===== src/rtl/uart_pkg.sv =====
// Shared UART definitions: data width, default oversampling and FSM state encodings
// for both the receiver and the transmitter.
package uart_pkg;

  localparam int unsigned UART_DATA_BITS          = 8;
  localparam int unsigned UART_OVERSAMPLE_DEFAULT = 16;

  typedef enum logic [2:0] {
    RX_IDLE    = 3'd0,
    RX_START   = 3'd1,
    RX_DATA    = 3'd2,
    RX_STOP    = 3'd3,
    RX_RECOVER = 3'd4
  } rx_state_e;

  typedef enum logic [1:0] {
    TX_IDLE  = 2'd0,
    TX_START = 2'd1,
    TX_DATA  = 2'd2,
    TX_STOP  = 2'd3
  } tx_state_e;

endpackage


===== src/rtl/uart_rx_if.sv =====
// Receiver-side UART bundle: serial line in, recovered byte and status strobes out.
interface uart_rx_if;
  import uart_pkg::*;

  logic                      rx;
  logic [UART_DATA_BITS-1:0] data_out;
  logic                      rx_done;
  logic                      frame_err;
  logic                      busy;

  modport master (input rx, output data_out, rx_done, frame_err, busy);
  modport slave  (output rx, input data_out, rx_done, frame_err, busy);
endinterface


===== src/rtl/uart_sync2.sv =====
// Two-flop synchronizer for an asynchronous level; resets to 1 so an idle-high line
// does not look active out of reset.
module uart_sync2 (
  input  logic clk,
  input  logic rst_n,
  input  logic d,
  output logic q
);

  logic meta;

  always_ff @(posedge clk or negedge rst_n) begin
    if (!rst_n) begin
      meta <= 1'b1;
      q    <= 1'b1;
    end else begin
      meta <= d;
      q    <= meta;
    end
  end

endmodule


===== src/rtl/uart_rx.sv =====
// 8N1 UART receiver on an oversampled baud clock: centre-samples each bit, strobes
// rx_done on a good frame and frame_err on a low stop bit.
module uart_rx
  import uart_pkg::*;
#(
  parameter int unsigned OVERSAMPLE = UART_OVERSAMPLE_DEFAULT
) (
  input  logic      baud_clk,
  input  logic      reset_n,
  uart_rx_if.master bus
);

  localparam int unsigned DW     = UART_DATA_BITS;
  localparam int unsigned TICK_W = $clog2(OVERSAMPLE);
  localparam logic [TICK_W-1:0] TICK_HALF = TICK_W'(OVERSAMPLE / 2 - 1);
  localparam logic [TICK_W-1:0] TICK_LAST = TICK_W'(OVERSAMPLE - 1);
  localparam logic [2:0]        BIT_LAST  = 3'(DW - 1);

  logic rx_s;

  rx_state_e         state_q, state_d;
  logic [TICK_W-1:0] tick_q, tick_d;
  logic [2:0]        bit_q, bit_d;
  logic [DW-1:0]     shreg_q, shreg_d;
  logic [DW-1:0]     data_q, data_d;
  logic              done_q, done_d;
  logic              ferr_q, ferr_d;
  logic              busy_q, busy_d;

  uart_sync2 u_sync (
    .clk   (baud_clk),
    .rst_n (reset_n),
    .d     (bus.rx),
    .q     (rx_s)
  );

  always_ff @(posedge baud_clk or negedge reset_n) begin
    if (!reset_n) begin
      state_q <= RX_IDLE;
      tick_q  <= '0;
      bit_q   <= '0;
      shreg_q <= '0;
      data_q  <= '0;
      done_q  <= 1'b0;
      ferr_q  <= 1'b0;
      busy_q  <= 1'b0;
    end else begin
      state_q <= state_d;
      tick_q  <= tick_d;
      bit_q   <= bit_d;
      shreg_q <= shreg_d;
      data_q  <= data_d;
      done_q  <= done_d;
      ferr_q  <= ferr_d;
      busy_q  <= busy_d;
    end
  end

  // Next-state, counters and strobes; strobes are single-cycle by defaulting to 0.
  always_comb begin
    state_d = state_q;
    tick_d  = tick_q;
    bit_d   = bit_q;
    shreg_d = shreg_q;
    data_d  = data_q;
    done_d  = 1'b0;
    ferr_d  = 1'b0;

    case (state_q)
      RX_IDLE: begin
        if (!rx_s) begin
          state_d = RX_START;
          tick_d  = '0;
        end
      end
      RX_START: begin
        if (tick_q == TICK_HALF) begin
          tick_d = '0;
          if (!rx_s) begin
            state_d = RX_DATA;
            bit_d   = '0;
          end else begin
            state_d = RX_IDLE;
          end
        end else begin
          tick_d = tick_q + TICK_W'(1);
        end
      end
      RX_DATA: begin
        if (tick_q == TICK_LAST) begin
          tick_d  = '0;
          shreg_d = {rx_s, shreg_q[DW-1:1]};
          if (bit_q == BIT_LAST) begin
            state_d = RX_STOP;
          end else begin
            bit_d = bit_q + 3'd1;
          end
        end else begin
          tick_d = tick_q + TICK_W'(1);
        end
      end
      RX_STOP: begin
        if (tick_q == TICK_LAST) begin
          tick_d = '0;
          if (rx_s) begin
            data_d  = shreg_q;
            done_d  = 1'b1;
            state_d = RX_IDLE;
          end else begin
            ferr_d  = 1'b1;
            state_d = RX_RECOVER;
          end
        end else begin
          tick_d = tick_q + TICK_W'(1);
        end
      end
      // Hold off until the line releases so a break is not decoded as 0x00 frames.
      RX_RECOVER: begin
        if (rx_s) begin
          state_d = RX_IDLE;
        end
      end
      default: begin
        state_d = RX_IDLE;
      end
    endcase

    busy_d = (state_d != RX_IDLE);
  end

  assign bus.data_out  = data_q;
  assign bus.rx_done   = done_q;
  assign bus.frame_err = ferr_q;
  assign bus.busy      = busy_q;

endmodule


===== src/flat_wrapper.sv =====
// flat-port wrapper written by rule: the top's interface ports become plain ports
module uart_rx_flat import uart_pkg::*;
#(
  parameter int unsigned OVERSAMPLE = UART_OVERSAMPLE_DEFAULT
)
  (baud_clk, reset_n, bus_rx, bus_data_out, bus_rx_done, bus_frame_err, bus_busy);
  uart_rx_if bus_i ();
  input  logic baud_clk;
  input  logic reset_n;
  input wire logic [$bits(bus_i.rx)-1:0] bus_rx;
  output wire logic [$bits(bus_i.data_out)-1:0] bus_data_out;
  output wire logic [$bits(bus_i.rx_done)-1:0] bus_rx_done;
  output wire logic [$bits(bus_i.frame_err)-1:0] bus_frame_err;
  output wire logic [$bits(bus_i.busy)-1:0] bus_busy;
  assign bus_i.rx = bus_rx;
  assign bus_data_out = bus_i.data_out;
  assign bus_rx_done = bus_i.rx_done;
  assign bus_frame_err = bus_i.frame_err;
  assign bus_busy = bus_i.busy;
  uart_rx #(.OVERSAMPLE(OVERSAMPLE)) u_core (.baud_clk(baud_clk), .reset_n(reset_n), .bus(bus_i));
endmodule

===== config.mk =====
export PLATFORM = sky130hd
export DESIGN_NAME = uart_rx_flat
export DESIGN_NICKNAME = d
export VERILOG_FILES = /design/src/rtl/uart_pkg.sv /design/src/rtl/uart_rx_if.sv /design/src/rtl/uart_sync2.sv /design/src/rtl/uart_rx.sv /design/src/flat_wrapper.sv
export SDC_FILE = /design/constraint.sdc
export NUM_CORES = 1
export LEC_CHECK = 0
export CORE_MARGIN = 2
export CORE_UTILIZATION = 54
export CTS_CLUSTER_DIAMETER = 150
export DETAILED_ROUTE_END_ITERATION = 16
export GPL_ROUTABILITY_DRIVEN = 0
export PLACE_DENSITY = 0.85
export SYNTH_ARGS = -nofsm -noshare
export SYNTH_HDL_FRONTEND = slang
export SYNTH_SLANG_ARGS = --single-unit

===== constraint.sdc =====
create_clock -name baud_clk -period 2.11 [get_ports baud_clk]
set_input_delay 0.5275 -clock baud_clk [delete_from_list [all_inputs] [get_ports baud_clk]]
set_output_delay 0.5275 -clock baud_clk [all_outputs]
set_load 0.1 [all_outputs]

== Yosys cells after proc, flatten, opt, wreduce, memory -nomap -nowiden ==
Index checks and enable logic that the tools add are counted.

* Register bits: 31
* Bits of input ports: 3
* Output and inout port bits: 11
* Word-level logic and storage cells: 57

* Add/sub/neg operators: 2
* Equality and inequality tests: 12
* Multiplexer cells: 24
* Reductions and logical operators: 9

{| class="wikitable"
|+ Operator list
! cell !! number
|-
| two-way mux 3 bit || 11
|-
| one-hot mux 3 bit (5 select lines) || 1
|-
| two-way mux 4 bit || 3
|-
| one-hot mux 4 bit (3 select lines) || 1
|-
| == test 3 x 2 -> 1 bit, second input constant || 2
|-
| == test 3 bit, second input constant || 2
|-
| two-way mux 1 bit || 6
|-
| inequality test 2 bit, second input constant || 3
|-
| one-hot mux 3 bit (2 select lines) || 1
|-
| nonzero test 3 bit || 2
|-
| AND reduction 5 bit || 1
|-
| adder 4 x 1 -> 4 bit, second input constant || 1
|-
| == test 4 x 3 -> 1 bit, second input constant || 1
|-
| == test 4 bit, second input constant || 1
|-
| inequality test 2 x 1 -> 1 bit, second input constant || 2
|-
| AND reduction 2 bit || 2
|-
| adder 3 x 1 -> 3 bit, second input constant || 1
|-
| == test 3 x 1 -> 1 bit, second input constant || 1
|-
| logical NOT 3 bit || 1
|-
| AND reduction 3 bit || 1
|-
| two-way mux 2 bit || 1
|-
| nonzero test 2 bit || 1
|-
| OR reduction 2 bit || 1
|}

== Depth between registers and ports, before layout ==
* Word-level depth: 5
* Mapped depth: 5
* Depth with buffers taken out: 5

== Cells and area by module ==
A second synthesis with hierarchy kept.

* Cells, all modules: 105
* Area, all modules: 1415.1 um^2

{| class="wikitable"
|+ By module, submodules not included
! module !! times used !! cells an instance !! area an instance (um^2) !! sequential area each (um^2)
|-
| uart_rx || 1 || 103 || 1362.6 || 725.7
|-
| uart_sync2 || 1 || 2 || 52.6 || 52.6
|}

== Least setup slack after synthesis ==
OpenSTA, ideal clock, no wires.

* Path type: flip-flop to flip-flop
* From: register u_core.tick_q[0]
* To: register u_core.shreg_q[0]
* Library setup time: 0.125 ns
* Arrival time: 1.607 ns
* Required time: 1.985 ns
* Setup slack: 0.379 ns
* Stages on the path, launching flop included: 5
* Buffers on the path: 0
* Period minus slack after synthesis: 1.731 ns
* Cell sequence: dfrtp_1 -> ha_1 -> nand2_1 -> nor3_2 -> mux2_2

* Longest elaborated chain between the ends: 2

{| class="wikitable"
|+ RTL lines
! item !! line !! RTL
|-
| start: declaration || uart_rx.sv:22 || <nowiki>logic [TICK_W-1:0] tick_q, tick_d;</nowiki>
|-
| start signal: assignment || uart_rx.sv:49 || <nowiki>tick_q <= tick_d;</nowiki>
|-
| == test 4 bit || uart_rx.sv:90 || <nowiki>if (tick_q == TICK_LAST) begin</nowiki>
|-
| AND reduction 2 bit (no source line) || -- ||
|-
| end signal: assignment || uart_rx.sv:51 || <nowiki>shreg_q <= shreg_d;</nowiki>
|-
| end: declaration || uart_rx.sv:24 || <nowiki>logic [DW-1:0] shreg_q, shreg_d;</nowiki>
|}

No other way between the ends.
A chain may end at the register's enable or synchronous reset.

== Worst setup path in the final report ==
* From: register u_core.tick_q[0]
* To: register u_core.data_q[2] (netlist: u_core.bus.data_out[2])

* Longest elaborated chain between the ends: 2

{| class="wikitable"
|+ RTL lines
! item !! line !! RTL
|-
| == test 4 bit || uart_rx.sv:103 || <nowiki>if (tick_q == TICK_LAST) begin</nowiki>
|-
| AND reduction 3 bit (no source line) || -- ||
|-
| end signal: assignment || uart_rx.sv:52 || <nowiki>data_q <= data_d;</nowiki>
|-
| end: declaration || uart_rx.sv:25 || <nowiki>logic [DW-1:0] data_q, data_d;</nowiki>
|}

No other way between the ends.

==> impl_results.rst <==
.. list-table::
   :header-rows: 1

   * - Metric
     - Value
   * - Initial antenna violation count
     - 0
   * - Worst hold path type
     - flip-flop to flip-flop
   * - Post-layout net count
     - 128
   * - Min-delay src
     - u_core.u_sync.meta$_DFF_PN1_
   * - Via count of the first global-routing pass
     - 835
   * - Hold path depth
     - 0
   * - Power density cells
     - 1060 mW/mm²
   * - Clock root cell
     - sky130_fd_sc_hd__clkbuf_4
   * - Placed wire-length estimate after detailed placement
     - 1500 µm
   * - Clock share of power
     - 0.289
   * - Critical R2R Launch
     - u_core.tick_q[0]$_DFFE_PN0P_
   * - Clock latency at the later pin of the worst-skew pair
     - 320 ps
   * - Post-layout instance area
     - 0.00155 mm²
   * - Layout cell share with drive strength beyond 1
     - 0.358
   * - Final number of hold-violating endpoints
     - 0
   * - Type of the worst setup path
     - flip-flop to flip-flop
   * - Yosys warning total
     - 0
   * - Slew Limit Fails
     - 0
   * - Synthesized net count
     - 110
   * - CTS max path bufs
     - 2
   * - Standard cell with the maximum stage delay on the critical path
     - sky130_fd_sc_hd__dfrtp_1
   * - Transition time at the pin with the least slew margin
     - 398 ps
   * - Die Area
     - 0.00287 mm²
   * - Count of mapped cells out of synthesis
     - 104
   * - Net switching share of the total power
     - 0.334
   * - # DRC
     - 0
   * - Setup slack on the worst flop-to-flop path
     - 320 ps
   * - Gr ovfl total
     - 0
   * - Worst min-delay path endpoint
     - u_core.u_sync.q$_DFF_PN1_
   * - Power share of the sequential group
     - 0.482
   * - Worst setup timing slack at the placement stage
     - 325 ps
   * - Seq/Total Area, Yosys
     - 0.586
   * - Headroom to the max-slew limit
     - 0.735
   * - Number of buffers created by CTS
     - 5
   * - Cell chain of the critical path
     - ha_1, nand2_1, nor4_4, buf_4, mux2_2
   * - WL per Instance
     - 14.3 µm
   * - Die X-Extent
     - 53.6 µm
   * - Largest net degree at the start of global routing
     - 32
   * - Arrival time at the worst endpoint
     - 2010 ps
   * - Setup repair after global routing missed its margin
     - no
   * - Critical path required time
     - 2320 ps
   * - Drt first pass iters
     - 4
   * - Die Ht
     - 53.6 µm
   * - Lkg Pwr
     - 0.000770 µW
   * - Number of synthesized register bits
     - 31
   * - Largest fanout on the critical path
     - 9
   * - Final critical-path required period
     - 1790 ps
   * - Max rail drop VDD
     - 1060 µV
   * - Post-route clock skew
     - 9.61 ps
   * - Violation count after the first detailed-routing iteration
     - 7
   * - Effective utilization at floorplan
     - 0.584
   * - Fill cell count
     - 177
   * - Std cell rows
     - 17
   * - CTS Hold Buffers Added
     - 0
   * - Vias per Instance
     - 5.62
   * - Cells after DPL
     - 143
   * - Setup slack after layout
     - 316 ps
   * - Count of pins on the block boundary
     - 14
   * - Post-Route Hold Slack
     - 360 ps
   * - TritonCTS clock tree
     - done
   * - Net Switching
     - 551 µW
   * - Share of the clock period used by the worst path
     - 0.850
   * - Number of H-tree levels
     - 2
   * - Number of buffers added on ports
     - 13
   * - Timing-limited maximum frequency
     - 0.557 GHz
   * - Post CTS Setup Buffer Count
     - 0
   * - Critical path buffers and inverters
     - 1
   * - Portion of total power attributed to combinational logic
     - 0.229
   * - Total wire length after detailed routing
     - 2150 µm
   * - Cell family contributing the most delay on the critical path
     - simple AND/OR/NAND/NOR gates
   * - Clock net sink count
     - 31
   * - Core Region
     - 0.00228 mm²
   * - Pint
     - 1100 µW
   * - Post-place instance area
     - 0.00147 mm²
   * - CP max stage delay
     - 390 ps
   * - Count of distinct cell types in the synthesized netlist
     - 30
   * - Crit start category
     - flip-flop
   * - Number of violations of the max-capacitance limit
     - 0
   * - CTS resizes
     - 0
   * - Wire length of the first global-routing pass
     - 3680 µm
   * - Antenna diode count
     - 0
   * - Worst r2r path cells
     - 5
   * - Worst reg2reg path endpoint
     - u_core.bus.data_out[2]$_DFFE_PN0P_
   * - Outcome
     - finished clean
   * - Antenna-violating nets left
     - 0
   * - Vias after detailed routing
     - 848
   * - Final cell count without fillers
     - 151
   * - Clock-pin slew on the worst setup and hold paths
     - 90 ps
   * - Area added between synthesis and finish
     - 16.8%
   * - Post-synth design cell area
     - 0.00133 mm²
   * - Tot GR Track Use
     - 0.189
   * - Average footprint of a synthesized cell
     - 12.8 µm²
   * - Final setup violation count
     - 0
   * - Endpoint class of the critical path
     - flip-flop
   * - Setup total negative slack
     - 0 ps
cells in the final DEF (no fill, tap or decap), types with 2 or more instances in the layout:
master and instances:
sky130_fd_sc_hd__buf_4 14, sky130_fd_sc_hd__clkbuf_4 5, sky130_fd_sc_hd__nand2_1 8, sky130_fd_sc_hd__ha_1 3, sky130_fd_sc_hd__dfrtp_1 29, sky130_fd_sc_hd__a21oi_1 4
sky130_fd_sc_hd__nor2_1 6, sky130_fd_sc_hd__nand3_1 3, sky130_fd_sc_hd__a22o_1 2, sky130_fd_sc_hd__clkdlybuf4s50_1 2, sky130_fd_sc_hd__mux2_2 16, sky130_fd_sc_hd__o21ai_0 5
sky130_fd_sc_hd__dfstp_2 2, sky130_fd_sc_hd__a21o_1 3, sky130_fd_sc_hd__inv_1 2
cells by family after synthesis:
kind of cell / Yosys count / share of synthesized area
simple gates: 26 / 0.114
fa+ha+maj: 3 / 0.0283
xor+xnor: 1 / 0.00659
buf+inv: 7 / 0.0235
compound gates: 18 / 0.0904
mux: 18 / 0.152
flops: 31 / 0.586
per-stage QoR:
step / utilization / total power, µW
floorplan: - / 1110
global placement: 0.644 / 1160
detailed placement: 0.644 / 1180
CTS: 0.682 / 1670
global route: 0.682 / 1760
finish: 0.682 / 1650
cell type report:
type	instances	area, µm²	share of cell area
flip-flops and latches	31	778	0.502
multi-input cells	66	519	0.335
repair buffers	16	125	0.0806
clock buffers	6	51.3	0.0331
clock inverters	2	35.0	0.0226
well taps	28	35.0	0.0226
inverters	2	7.51	0.00484
cells in the mapped netlist (all sizes together):
cell type	count	share of area
dfrtp	29	0.55
nand2	8	0.023
a21o	3	0.017
o21ai	5	0.019
a21oi	4	0.015
xnor2	1	0.0066
nand3	3	0.011
ha	3	0.028
a22o	2	0.013
o31ai	1	0.0057
mux2i	1	0.0075
or2	1	0.0047
nor2b	1	0.0047
mux2	17	0.14
inv	2	0.0057
dfstp	2	0.040
nor2	6	0.017
a41o	1	0.0075
a311o	1	0.0075
nand3b	1	0.0057
buf	4	0.015
clkbuf	1	0.0028
nor4	3	0.030
o21a	1	0.0057
nor3	2	0.011
nand4b	1	0.0066
per-layer routing:
layer	vias up	global-route usage	wire, µm
li1	405	-	-
met1	420	0.227	956
met2	18	0.302	1060
met3	5	0.0611	94
met4	0	0.103	47
met5	-	0	0
worst max-delay path by stage:
| stage | startpoint | to | slack [ps] | cells past startpoint |
|---|---|---|---|---|
| final | u_core.tick_q[0]$_DFFE_PN0P_ | u_core.bus.data_out[2]$_DFFE_PN0P_ | 320 | 5 |
| after global routing | u_core.tick_q[0]$_DFFE_PN0P_ | u_core.bit_q[0]$_DFFE_PN0P_ | 200 | 5 |
| after CTS | u_core.tick_q[0]$_DFFE_PN0P_ | u_core.bus.data_out[5]$_DFFE_PN0P_ | 320 | 5 |
| after detailed placement | u_core.tick_q[0]$_DFFE_PN0P_ | u_core.bus.data_out[5]$_DFFE_PN0P_ | 330 | 5 |
| after global placement | u_core.tick_q[0]$_DFFE_PN0P_ | u_core.bus.data_out[4]$_DFFE_PN0P_ | 400 | 5 |
| after floorplan | u_core.tick_q[0]$_DFFE_PN0P_ | u_core.shreg_q[0]$_DFFE_PN0P_ | 380 | 4 |
power by group through the flow:
stage	clock network, µW	registers (µW)	logic [µW]
after CTS	493	793	383
after global routing	514	811	432
after global placement	0	796	367
after detailed placement	0	805	380
final	478	796	377
after floorplan	0	787	321
flip-flops by register name, indices dropped and copies added (netlist names):
register and flops:
u_core.bus.frame_err 1, u_core.bus.rx_done 1, u_core.u_sync.meta 1, u_core.bit_q 3, u_core.tick_q 4, u_core.bus.busy 1, u_core.u_sync.q 1, u_core.shreg_q 8
u_core.bus.data_out 8, u_core.state_q 3
No activity file was read; power rests on OpenSTA's default activity.
